### src/rtl/regfile_arbiter.sv
// Round-robin arbiter and sequencer that lets two requesters share one single-port RegFile.
// Each command runs as one ACCESS cycle; reads add one CAPTURE cycle before data is returned.
module regfile_arbiter #(
    parameter int unsigned WIDTH = 16,
    parameter int unsigned ADDR  = 3
) (
    input  logic             CLK,
    input  logic             RST,
    input  logic             Req0,
    input  logic             Req1,
    input  logic             Wr0,
    input  logic             Wr1,
    input  logic [ADDR-1:0]  Addr0,
    input  logic [ADDR-1:0]  Addr1,
    input  logic [WIDTH-1:0] WData0,
    input  logic [WIDTH-1:0] WData1,
    output logic             Gnt0,
    output logic             Gnt1,
    output logic             RValid0,
    output logic             RValid1,
    output logic [WIDTH-1:0] RData0,
    output logic [WIDTH-1:0] RData1,
    output logic             RF_WrEn,
    output logic             RF_RdEn,
    output logic [ADDR-1:0]  RF_Address,
    output logic [WIDTH-1:0] RF_WrData,
    input  logic [WIDTH-1:0] RF_RdData
);

    localparam logic [1:0] StIdle    = 2'd0;
    localparam logic [1:0] StAccess  = 2'd1;
    localparam logic [1:0] StCapture = 2'd2;

    logic [1:0]       state_q, state_d;
    logic             last_q, last_d;
    logic             owner_q, owner_d;
    logic             gnt0_q, gnt0_d;
    logic             gnt1_q, gnt1_d;
    logic             rvalid0_q, rvalid0_d;
    logic             rvalid1_q, rvalid1_d;
    logic [WIDTH-1:0] rdata0_q, rdata0_d;
    logic [WIDTH-1:0] rdata1_q, rdata1_d;
    logic             wr_en_q, wr_en_d;
    logic             rd_en_q, rd_en_d;
    logic [ADDR-1:0]  addr_q, addr_d;
    logic [WIDTH-1:0] wdata_q, wdata_d;

    logic pick;
    logic pick_wr;

    // On a tie the requester that was not granted last wins.
    always_comb begin
        pick = Req1;
        if (Req0 && Req1) begin
            pick = ~last_q;
        end
        pick_wr = pick ? Wr1 : Wr0;
    end

    always_comb begin
        state_d   = state_q;
        last_d    = last_q;
        owner_d   = owner_q;
        gnt0_d    = 1'b0;
        gnt1_d    = 1'b0;
        rvalid0_d = 1'b0;
        rvalid1_d = 1'b0;
        rdata0_d  = rdata0_q;
        rdata1_d  = rdata1_q;
        wr_en_d   = 1'b0;
        rd_en_d   = 1'b0;
        addr_d    = addr_q;
        wdata_d   = wdata_q;

        case (state_q)
            StIdle: begin
                if (Req0 || Req1) begin
                    gnt0_d  = ~pick;
                    gnt1_d  = pick;
                    owner_d = pick;
                    last_d  = pick;
                    addr_d  = pick ? Addr1 : Addr0;
                    wdata_d = pick ? WData1 : WData0;
                    wr_en_d = pick_wr;
                    rd_en_d = ~pick_wr;
                    state_d = StAccess;
                end
            end
            StAccess: begin
                state_d = wr_en_q ? StIdle : StCapture;
            end
            StCapture: begin
                // RegFile output was registered at the ACCESS exit edge.
                if (owner_q) begin
                    rdata1_d  = RF_RdData;
                    rvalid1_d = 1'b1;
                end else begin
                    rdata0_d  = RF_RdData;
                    rvalid0_d = 1'b1;
                end
                state_d = StIdle;
            end
            default: begin
                state_d = StIdle;
            end
        endcase
    end

    always_ff @(posedge CLK or posedge RST) begin
        if (RST) begin
            state_q   <= StIdle;
            last_q    <= 1'b1;
            owner_q   <= 1'b0;
            gnt0_q    <= 1'b0;
            gnt1_q    <= 1'b0;
            rvalid0_q <= 1'b0;
            rvalid1_q <= 1'b0;
            rdata0_q  <= '0;
            rdata1_q  <= '0;
            wr_en_q   <= 1'b0;
            rd_en_q   <= 1'b0;
            addr_q    <= '0;
            wdata_q   <= '0;
        end else begin
            state_q   <= state_d;
            last_q    <= last_d;
            owner_q   <= owner_d;
            gnt0_q    <= gnt0_d;
            gnt1_q    <= gnt1_d;
            rvalid0_q <= rvalid0_d;
            rvalid1_q <= rvalid1_d;
            rdata0_q  <= rdata0_d;
            rdata1_q  <= rdata1_d;
            wr_en_q   <= wr_en_d;
            rd_en_q   <= rd_en_d;
            addr_q    <= addr_d;
            wdata_q   <= wdata_d;
        end
    end

    assign Gnt0       = gnt0_q;
    assign Gnt1       = gnt1_q;
    assign RValid0    = rvalid0_q;
    assign RValid1    = rvalid1_q;
    assign RData0     = rdata0_q;
    assign RData1     = rdata1_q;
    assign RF_WrEn    = wr_en_q;
    assign RF_RdEn    = rd_en_q;
    assign RF_Address = addr_q;
    assign RF_WrData  = wdata_q;

endmodule

### config.mk
export PLATFORM = sky130hd
export DESIGN_NAME = regfile_arbiter
export DESIGN_NICKNAME = d
export VERILOG_FILES = /design/src/rtl/regfile_arbiter.sv
export SDC_FILE = /design/constraint.sdc
export NUM_CORES = 1
export LEC_CHECK = 0
export BUFFER_PORTS_ARGS = -buffer_cell sky130_fd_sc_hd__buf_2
export CORE_ASPECT_RATIO = 1.2
export CORE_MARGIN = 4
export CORE_UTILIZATION = 39
export CTS_CLUSTER_SIZE = 28
export DETAILED_ROUTE_END_ITERATION = 12
export HOLD_SLACK_MARGIN = 0.06
export PLACE_DENSITY = 0.69
export SETUP_SLACK_MARGIN = 0.3
export SLEW_MARGIN = 20
export SYNTH_ARGS = -nofsm -noshare
export SYNTH_HDL_FRONTEND = slang
export SYNTH_SLANG_ARGS = --single-unit
### constraint.sdc
create_clock -name CLK -period 2.7 [get_ports CLK]
set_input_delay 0.135 -clock CLK [delete_from_list [all_inputs] [get_ports CLK]]
set_output_delay 0.135 -clock CLK [all_outputs]
set_load 0.02 [all_outputs]
* After elaboration in Yosys (flattened, before gate mapping) *
Index checks and enable logic that the tools add are counted.

storage, ports and cells
  logic and storage cells = 45
  bits of input ports = 60
  register bits after elaboration = 61

cells by class
  eq/ne operators = 3
  bitwise operators = 4
  reduce and logical (&&, ||, !) cells = 6
  mux-type cells = 19

operators by type and width
  cell                                           count
  two-way mux 16 bit                             1
  two-way mux 1 bit                              14
  AND reduction 2 bit                            3
  two-way mux 2 bit                              2
  inverter 1 bit                                 4
  case mux 2 bit (2 select lines)                1
  two-way mux 3 bit                              1
  == test 2 x 1 -> 1 bit, second input constant  1
  == test 2 bit, second input constant           1
  zero test 2 bit                                1
  != test 2 bit, second input constant           1
  logical AND 1 bit                              1
  logical OR 1 bit                               1

* Logic depth before layout (Yosys ltp) *
Gate-level depths: netlist (run 1).

  word-level depth = 6
  mapped depth = 5

* Least setup slack after synthesis (run 1) *
Ideal clock, no wire load.

  path kind = register -> register
  start = reg owner_q
  end = reg rdata0_q[0], in the netlist RData0[0]
  slack = 1.295 ns
  period minus slack after synthesis = 1.405 ns
  stages on the path, launching flop included = 4
  arrival time = 1.280 ns
  required time = 2.575 ns
  library setup time = 0.125 ns
  cells stage by stage = dfrtp_1 -> nor3b_4 -> buf_12 -> mux2_4

between the ends
  word-level cells in the longest chain between the ends = 2

RTL lines
  element                        line  RTL
  start: declaration             36    logic owner_q, owner_d;
  start signal: assignment       127   owner_q <= owner_d;
  inverter 1 bit (no line)       --
  AND reduction 2 bit (no line)  --
  end signal: assignment         132   rdata0_q <= rdata0_d;
  end: declaration               41    logic [WIDTH-1:0] rdata0_q, rdata0_d;

Every way passes these cells.
A chain may end at the register's enable or synchronous reset.

* Worst setup path in the final report (run 1) *
  start = in Req0
  end = reg wdata_q[9], in the netlist RF_WrData[9]

between the ends
  word-level cells in the longest chain between the ends = 3
  elaborated cells on any way between the ends = 5

RTL lines
  element                 line  RTL
  start: declaration      9     input logic Req0,
  logical AND 1 bit       54    if (Req0 && Req1) begin
  two-way mux 1 bit       54
  two-way mux 16 bit      83    wdata_d = pick ? WData1 : WData0;
  end signal: assignment  137   wdata_q <= wdata_d;
  end: declaration        46    logic [WIDTH-1:0] wdata_q, wdata_d;

Parallel ways exist; a longest one is shown, timed or not.

==> qor.yml, run 1 <==
outcome: "complete, no violations"
drt.antenna.violating_nets: 0
dr.pass1.iters: 4
grt_pass1_wl_um: 10510
finalNonFillerCells: 460
final_nets: 433
cts_sinks: 61
grt_pass1_vias: 2338
ys_ff_latch: 61
critical_path.cell_chain: "dlygate4sd3_1 -> buf_2 -> or2_2 -> nand2_2 -> clkinvlp_4 -> buf_4 -> a31oi_1 -> dlygate4sd3_1"
rsz0062_at_grt: "false"
placed_cells: 391
synth_cell_types: 23
finalCriticalPeriod_ps: 2256
routabilityCongestion: 0.6988
post-dp-hpwl_um: 4244
worst-path-max-fanout: 20
wl_per_cell_um: 14.43
synth_top_family_by_area: "multiplexers"
power_frac_clock_pct: 19.8
setup_ws_ps: 443.6
power_frac_comb_pct: 46.9
synth_fp_nets: 260
cts_made_buffers: 9
max-cap-violations: 0
start_kind: "input port"
synth_warnings: 0
synth.area.top_cells: "dfrtp_1 (60%), mux2_2 (10%), nand2_1 (5.9%)"
final_hold_viol_count: 0
p_seq_share_pct: 33.4
multi_input_area_um2: 873.3
p_int_uw: 3040
vdd_drop_max_uv: 512.9
ios: 117
post-route-util_pct: 63.74
portBuffers: 116
synthMuxAreaShare_pct: 16.28
drive_gt1_share_pct: 47.62
critPathKind: "input port to register"
p_leak_uw: 0.001900
place_ws_ps: 910.3
yosysTopAreaCellShare_pct: 60.48
grt_usage_pct: 17.76
synth_area_leader_cell: "dfrtp_1"
hold_path.class: "input port to register"
die_y_um: 95.40
die_width_um: 80.83
initial_utilization_pct: 40.51
syn_avg_cell_area_um2: 12.41
core_area_um2: 6128
setup_tns_ps: 0
fillCellCount: 516
via_per_inst: 4.791
crit_required_ps: 2960
synth_area_um2: 2482
clockBufferDepth: 2
reg2reg_depth: 7
antenna_found_initial: 0
yosys.area_share.adder_pct: 0
fmax_mhz: 443.2
swShare_pct: 37.33
insertion_delay_ps: 320
synthCells: 200
drt_iter0_drc: 32
slew_viol_final: 0
synthToLayoutAreaGrowth_pct: 57.36
cts.clk_slew.worst_paths_ps: 70
root_buffer: "clkbuf_8"
synth_xor_area_share_pct: 0
cts_tree: "yes"
htree_num_levels: 3
grt_overflow: 0
final-setup-viol-count: 0
routed_wl_um: 6640
cpMaxStageDelayCell: "dlygate4sd3_1"
synth_compound_area_share_pct: 10.08
min_path_cells: 3
p_per_area_nw_per_um2: 1242
num_antenna_cells: 0
drc: 0
vias: 2204
tightest_slew_ps: 593.4
ys_seq_area_share_pct: 61.54
ff_latch_area_um2: 1528
dieArea_um2: 7711
switchingPower_uw: 1811
skew_ps: 5.578
crit_path_end_kind: "register"
grt_max_degree: 25
cp_data_arrival_time_ps: 2520
slowest_delay_ps: 570
cp_common_cell: "dlygate4sd3_1"
fp-row-count: 31
period_share_pct: 83.57
synth-simple-area-share_pct: 8.569
relSlewSlack_pct: 60.21
-- per-stage QoR --
stage | power [uW] | area [um2] | hold WS, ps
2_1_floorplan | 2949 | 2482 | 205.0
3_3_place_gp | 3548 | 3131 | 128.8
3_5_place_dp | 3590 | 3131 | 148.1
4_1_cts | 4830 | 3885 | 62.41
5_1_grt | 5162 | 3906 | 75.41
6_report | 4851 | 3906 | 80.30
-- power groups by stage --
stage | registers, uW | logic (uW) | clock network (uW)
detailed placement | 1630 | 1960 | 0
finish | 1620 | 2270 | 958
CTS | 1620 | 2230 | 983
floorplan | 2130 | 815 | 0
global route | 1670 | 2470 | 1030
global placement | 1620 | 1930 | 0
-- registers in the layout, summed over array words and instances, names as in the netlist --
signal	flops
state_q	2
RF_Address	3
RData1	16
RValid1	1
last_q	1
RF_WrData	16
Gnt1	1
owner_q	1
RValid0	1
RData0	16
RF_WrEn	1
RF_RdEn	1
Gnt0	1
-- per-layer routing --
metal | up-vias | GRT usage, % | share of wire (%)
met1 | 1062 | 19.00 | 40
li1 | 1049 | - | -
met2 | 81 | 32.05 | 51
met4 | 0 | 8.169 | 1.7
met5 | - | 0 | 0
met3 | 12 | 4.915 | 7.2
-- final cells by class --
cell class,count,area share (%)
clock buffer,13,4.580
clock inverter,3,1.666
inverter,3,0.3844
multi-input combinational,124,22.36
sequential,61,39.11
tap,82,2.627
timing repair buffer,173,29.08
timing repair inverter,1,0.1922
-- Yosys cell counts, drive strengths merged --
master  count
a21bo       1
a21boi      1
a21o        1
a21oi      20
a31oi      20
and2        1
buf         8
clkbuf      4
dfrtp      60
dfstp       1
inv         3
mux2       32
mux2i       1
nand2      39
nand3b      1
nor2        3
nor3        1
nor3b       2
or2         1
-- what timing repair did --
| item | CTS | global route |
|---|---|---|
| hold buffers | 51 | 0 |
| endpoints found under the hold margin | 64 | 0 |
| resized for setup | 0 | 3 |
| setup buffers | 0 | 1 |
| endpoints found under the setup margin | 0 | 16 |
-- placed cells by master (no fill, tap or decap), types with 2 or more instances in the layout --
cell / instances
a21oi_1: 20
a31oi_1: 20
buf_2: 116
buf_4: 6
bufinv_16: 2
clkbuf_8: 13
clkinvlp_4: 2
dfrtp_1: 60
dlygate4sd3_1: 51
mux2_2: 23
mux2_4: 9
nand2_1: 38
nor2_1: 3
-- kinds of logic after synthesis --
group	count (synthesis)
multiplexers	33
AND/OR/NAND/NOR	48
AO/OA/AOI/OAI	43
flip-flops	61
buffers and inverters	15
-- final timing paths --
path | from | endpoint | slack (ps)
min in group asynchronous | RST | RF_WrData[0] | 330
worst max-delay path | Req0 | RF_WrData[9] | 440
max in group asynchronous | RST | RData0[14] | 1740
worst max register to register | state_q[1] | RF_WrData[9] | 640
worst min-delay path | WData1[14] | RF_WrData[14] | 80
worst min register to register | RF_WrEn | state_q[1] | 450
-- critical path, delay by kind of cell --
family          cells  cell delay (ps)
simple gates        2              680
compound gates      1              160
buf+inv             5             1530
Power figures use the tool's default switching activity.
==> run 2, diff against run 1 <==
--- a/config.mk
+++ b/config.mk
@@ -5,6 +5,7 @@
 export SDC_FILE = /design/constraint.sdc
 export NUM_CORES = 1
 export LEC_CHECK = 0
+export ABC_AREA = 1
 export BUFFER_PORTS_ARGS = -buffer_cell sky130_fd_sc_hd__buf_2
 export CORE_ASPECT_RATIO = 1.2
 export CORE_MARGIN = 4
@@ -12,7 +13,7 @@
 export CTS_CLUSTER_SIZE = 28
 export DETAILED_ROUTE_END_ITERATION = 12
 export HOLD_SLACK_MARGIN = 0.06
-export PLACE_DENSITY = 0.69
+export PLACE_DENSITY = 0.71
 export SETUP_SLACK_MARGIN = 0.3
 export SLEW_MARGIN = 20
 export SYNTH_ARGS = -nofsm -noshare
==> constraint.sdc (replaced) <==
create_clock -name CLK -period 2 [get_ports CLK]
set_input_delay 0.1 -clock CLK [delete_from_list [all_inputs] [get_ports CLK]]
set_output_delay 0.1 -clock CLK [all_outputs]
set_load 0.02 [all_outputs]
==> qor.yml, run 2 <==
grt_overflow: 0  # unchanged
drive_gt1_share_pct: 30.69  # -17 points
synth_warnings: 0  # unchanged
relSlewSlack_pct: 53.66  # -6.6 points
cts_setup_buffers: 0  # unchanged
worst-path-max-fanout: 21  # +5.0%
synth.area.top_cells: "dfrtp_1 (57%), nand2_1 (14%), inv_1 (8.8%)"
p_leak_uw: 0.002248  # +18%
synthToLayoutAreaGrowth_pct: 43.72
drc: 0  # unchanged
synth_area_um2: 2630  # +5.9%
portBuffers: 116  # unchanged
grt_max_degree: 35  # +40%
dieArea_um2: 8127  # +5.4%
start_kind: "register"
grt_pass1_vias: 2513  # +7.5%
routed_wl_um: 6382  # -3.9%
post-route-util_pct: 58.28  # -5.5 points
antenna_found_initial: 0  # unchanged
vdd_drop_max_uv: 688.5  # +34%
multi_input_area_um2: 778.2  # -11%
finalCriticalPeriod_ps: 1562
max-cap-violations: 0  # unchanged
cts_made_buffers: 9  # unchanged
vias: 2435  # +10%
placed_cell_area_um2: 3287  # +5.0%
synthCells: 317  # +59%
setup_tns_ps: 0  # unchanged
fillCellCount: 601  # +16%
tightest_slew_ps: 693.5  # +100.1 ps
place_ws_ps: 466.0  # -444.2 ps
wl_per_cell_um: 11.58  # -20%
final_nets: 522  # +21%
yosysTopAreaCellShare_pct: 57.09  # -3.4 points
root_buffer: "clkbuf_8"
grt_usage_pct: 17.04  # -0.73 points
hold_path.class: "input port to register"
initial_utilization_pct: 40.55  # +0.042 points
via_per_inst: 4.419  # -7.8%
synth_async_sr_flop_share_pct: 100.0  # unchanged
num_antenna_cells: 0  # unchanged
cts_sinks: 61  # unchanged
p_per_area_nw_per_um2: 1534  # +24%
setup_ws_ps: 437.8  # -5.759 ps
ys_top_cells_by_count: "nand2_1 (96), inv_1 (62), dfrtp_1 (60)"
clockBufferDepth: 2  # unchanged
finalInstanceArea_um2: 3780  # -3.2%
period_share_pct: 78.11
ys_ff_latch: 61  # unchanged
core_area_um2: 6486  # +5.8%
cts.clk_slew.worst_paths_ps: 60  # about the same
synth_fp_nets: 377  # +45%
outcome: "complete, no violations"
final_cell_mix: "buf_2 (116), nand2_1 (96), inv_1 (61)"
drt_iter0_drc: 46  # +44%
final_hold_viol_count: 0  # unchanged
insertion_delay_ps: 330  # about the same
fmax_mhz: 640.1
grt_pass1_wl_um: 11410  # +8.5%
die_y_um: 97.96  # +2.7%
ff_latch_area_um2: 1528  # unchanged
final-setup-viol-count: 0  # unchanged
ys_seq_area_share_pct: 58.09  # -3.5 points
synth_cell_types: 15  # -35%
syn_avg_cell_area_um2: 8.297  # -33%
slew_viol_final: 0  # unchanged
dr.pass1.iters: 4  # unchanged
htree_num_levels: 3  # unchanged
post-dp-hpwl_um: 4446  # +4.8%
cp_data_arrival_time_ps: 1760  # -760 ps
crit_required_ps: 2190  # -770 ps
critPathKind: "register to register"
synth_area_leader_cell: "dfrtp_1"
dominantRegCellSynth: "dfrtp_1"
layout_commonest_cell: "buf_2"
synth_edf_count: 0  # unchanged
rsz0062_at_grt: "false"
routabilityCongestion: 0.8176  # +17%
whs_ps: 78.93  # -1.376 ps
skew_ps: 5.408  # -0.1703 ps
drt.antenna.violating_nets: 0  # unchanged
fp-row-count: 32  # +3.2%
crit_path_end_kind: "register"
ctsHoldBuffers: 28  # -45%
cts_tree: "yes"
die_width_um: 82.97  # +2.6%
ios: 117  # unchanged
yosysMostFrequentCell: "nand2_1"
cts_resized: 0  # unchanged
-- run 2: changes by cell type in the layout (fill, tap and decap cells not counted), moves of 2 or more --
cell / change
a21oi_1: -20
a21oi_2: +2
a31oi_1: -20
clkbuf_8: -3
clkinv_2: +2
clkinvlp_4: -2
dlygate4sd3_1: -23
inv_1: +60
mux2_2: -23
mux2_4: -9
nand2_1: +58
nand3_1: +40
o21ai_0: +33
-- run 2: cells by family (layout without fill, tap and decap cells) --
logic type	after synthesis	in the layout	share of synthesized area [%]
AO/OA/AOI/OAI	35	35	6.946
buffers and inverters	79	228	12.32
flip-flops	61	61	58.09
AND/OR/NAND/NOR	142	142	22.65
-- run 2: worst paths after layout --
path,from,endpoint,slack [ps],cells past startpoint
min in group asynchronous,RST,RData0[1],350,4
worst min-delay path,WData0[2],RF_WrData[2],80,5
worst min register to register,RF_WrEn,state_q[1],450,1
worst max-delay path,last_q,RF_WrEn,440,5
max in group asynchronous,RST,last_q,1260,4
worst max register to register,last_q,RF_WrEn,440,5
-- run 2: routing by layer --
layer / GRT usage [%] / up-vias / routed length [um]
li1: - / 1247 / -
met1: 20.48 / 1068 / 2889
met2: 27.59 / 112 / 2883
met3: 5.738 / 8 / 525
met4: 7.925 / 0 / 84
met5: 0 / - / 0
-- run 2: worst max-delay path, stage by stage (launching register included) --
cell and delay, ps:
dfstp_2 530, nand2_1 60, nand2_1 510, nand2_1 180, nand2_1 100, nor2_1 40
-- run 2: final cells by class --
class	instances	area share, %
clock inverters	5	1.986
repair buffers	150	24.30
clock buffers	10	3.641
flip-flops and latches	61	40.42
well taps	85	2.814
multi-input cells	177	20.59
inverters	63	6.256
-- run 2: report_power, final --
part | switching [uW] | internal, uW | leakage (uW) | total, uW
Combinational | 1670 | 836 | 0.00138 | 2510
Clock | 443 | 722 | 0.000112 | 1160
Sequential | 290 | 1840 | 0.000751 | 2130
Total | 2400 | 3400 | 0.00225 | 5800
-- run 2: through the flow --
| step | std cells | power (uW) |
|---|---|---|
| after floorplan | 317 | 3787 |
| after global placement | 508 | 4579 |
| after detailed placement | 508 | 4638 |
| after CTS | 551 | 5867 |
| after global routing | 551 | 6268 |
| final | 551 | 5799 |
==> run 3, diff against run 2 <==
--- a/config.mk
+++ b/config.mk
@@ -5,7 +5,7 @@
 export SDC_FILE = /design/constraint.sdc
 export NUM_CORES = 1
 export LEC_CHECK = 0
-export ABC_AREA = 1
+export ABC_AREA = 0
 export BUFFER_PORTS_ARGS = -buffer_cell sky130_fd_sc_hd__buf_2
 export CORE_ASPECT_RATIO = 1.2
 export CORE_MARGIN = 4
@@ -13,7 +13,7 @@
 export CTS_CLUSTER_SIZE = 28
 export DETAILED_ROUTE_END_ITERATION = 12
 export HOLD_SLACK_MARGIN = 0.06
-export PLACE_DENSITY = 0.71
+export PLACE_DENSITY = 0.69
 export SETUP_SLACK_MARGIN = 0.3
 export SLEW_MARGIN = 20
 export SYNTH_ARGS = -nofsm -noshare
==> constraint.sdc (replaced) <==
create_clock -name CLK -period 1.54 [get_ports CLK]
set_input_delay 0.077 -clock CLK [delete_from_list [all_inputs] [get_ports CLK]]
set_output_delay 0.077 -clock CLK [all_outputs]
set_load 0.02 [all_outputs]
==> qor.yml, run 3 (synthesized netlist as in run 1, its figures left out) <==
outcome: "complete, no violations"
finalCriticalPeriod_ps: 1322  # -240.1 ps
placed_cells: 397  # -22%
routabilityCongestion: 0.7187  # -12%
hold_start: "Req0"
antenna_found_initial: 0  # unchanged
grt_usage_pct: 18.86  # +1.8 points
start_kind: "register"
p_int_uw: 5200  # +53%
insertion_delay_ps: 320  # about the same
worstReg2RegStart: "owner_q"
final_cell_mix: "buf_2 (116), dlygate4sd3_1 (59), dfrtp_1 (58)"
via_per_inst: 4.817  # +9.0%
tightest_slew_ps: 450.7  # -242.7 ps
hold_path.class: "input port to register"
final_nets: 447  # -14%
layout_commonest_cell: "buf_2"
power_frac_comb_pct: 45.0  # +1.8 points
wl_per_cell_um: 14.94  # +29%
die_y_um: 95.40  # -2.6%
vias: 2288  # -6.0%
drt.antenna.violating_nets: 0  # unchanged
crit_family: "flip-flops"
setup_tns_ps: 0  # unchanged
power_frac_clock_pct: 20.5  # +0.4 points
fmax_mhz: 756.4  # +18%
slew_viol_final: 0  # unchanged
ios: 117  # unchanged
final_hold_viol_count: 0  # unchanged
clockBufferDepth: 2  # unchanged
relSlewSlack_pct: 69.95  # +16 points
routed_wl_um: 7096  # +11%
core_area_um2: 6128  # -5.5%
critical_path.cell_chain: "nor3b_4 -> buf_12 -> mux2_2"
skew_ps: 5.457  # +0.04888 ps
max-cap-violations: 0  # unchanged
fp-row-count: 31  # -3.1%
post-dp-hpwl_um: 4244  # -4.5%
portBuffers: 116  # unchanged
dieArea_um2: 7711  # -5.1%
drt_iter0_drc: 68  # +48%
htree_num_levels: 3  # unchanged
critPathKind: "register to register"
cts.clk_slew.worst_paths_ps: 60  # about the same
crit_path_end_kind: "register"
rrSetupSlack_ps: 220  # -220 ps
die_width_um: 80.83  # -2.6%
synthToLayoutAreaGrowth_pct: 65.27
placed_cell_area_um2: 3194  # -2.8%
finalNonFillerCells: 475  # -14%
drive_gt1_share_pct: 47.70  # +17 points
place_ws_ps: 186.7  # -279.3 ps
p_per_area_nw_per_um2: 2022  # +32%
p_leak_uw: 0.001993  # -11%
cts_made_buffers: 9  # unchanged
grt_pass1_vias: 2391  # -4.9%
worst-path-max-fanout: 17  # -19%
grt_overflow: 0  # unchanged
finalInstanceArea_um2: 4103  # +8.5%
p_seq_share_pct: 34.5  # -2.2 points
switchingPower_uw: 3097  # +29%
root_buffer: "clkbuf_8"
dr.pass1.iters: 4  # unchanged
period_share_pct: 85.85  # +7.7 points
swShare_pct: 37.33  # -4.1 points
cp_data_arrival_time_ps: 1530  # -230 ps
rsz0062_at_grt: "true"
grt_max_degree: 36  # +2.9%
setup_ws_ps: 218.0  # -219.9 ps
cts_tree: "yes"
power.total_uw: 8297  # +43%
crit_start: "owner_q"
grt_pass1_wl_um: 11050  # -3.1%
drc: 0  # unchanged
slowest_delay_ps: 420  # -110 ps
vdd_drop_max_uv: 839.3  # +22%
initial_utilization_pct: 40.51  # -0.042 points
cpMaxStageDelayCell: "dfrtp_1"
final-setup-viol-count: 0  # unchanged
cts_sinks: 61  # unchanged
crit_required_ps: 1740  # -450 ps
crit_buf_inv: 1  # +1
==> run 3: cell type report <==
cell class,count,area [um2]
Clock buffer,12,145.1
Antenna cell,1,2.502
Tap cell,82,102.6
Multi-Input combinational cell,124,882.1
Clock inverter,4,95.09
Sequential cell,61,1530
Fill cell,487,2026
Timing Repair Buffer,188,1330
Inverter,3,15.01
==> run 3: power groups by stage <==
| stage | Clock (uW) | Sequential (uW) | Combinational [uW] |
|---|---|---|---|
| 6_report | 1700 | 2860 | 3730 |
| 5_1_grt | 1820 | 2950 | 4020 |
| 4_1_cts | 1750 | 2850 | 3650 |
| 3_5_place_dp | 0 | 2870 | 3520 |
| 3_3_place_gp | 0 | 2850 | 3470 |
| 2_1_floorplan | 0 | 3740 | 1430 |
==> run 3: routing by layer <==
metal	GRT usage [%]	up-vias	share of wire, %
met5	0	-	0
met4	11.27	0	3.4
met3	4.348	23	6.5
met2	33.49	104	52
met1	20.10	1083	38
li1	-	1078	-
==> run 3: stage by stage <==
step           utilization, %  hold WS, ps
3_3_place_gp            52.12        181.2
2_1_floorplan               -        147.0
4_1_cts                 65.84        113.3
3_5_place_dp            52.12        181.0
5_1_grt                 66.90        160.6
6_report                66.95        165.6
==> run 3: timing repair <==
action / 4_1_cts / 5_1_grt
buffers inserted: 0 / 1
hold buffers: 59 / 0
endpoints found under the hold margin: 113 / 0
gates cloned: 0 / 1
setup endpoints to repair: 51 / 52
resized for setup: 5 / 8
==> run 3: worst paths after layout <==
kind,endpoint,cells after the start
min,Gnt1,3
min in group asynchronous,RData1[13],4
max,RData0[7],3
max in group asynchronous,state_q[1],4
min reg2reg,state_q[1],1
max reg2reg,RData0[7],3
==> run 3: tightest hold or removal path: stages <==
cell     delay (ps)
buf_2           130
a21bo_4         170
nor3_1           70
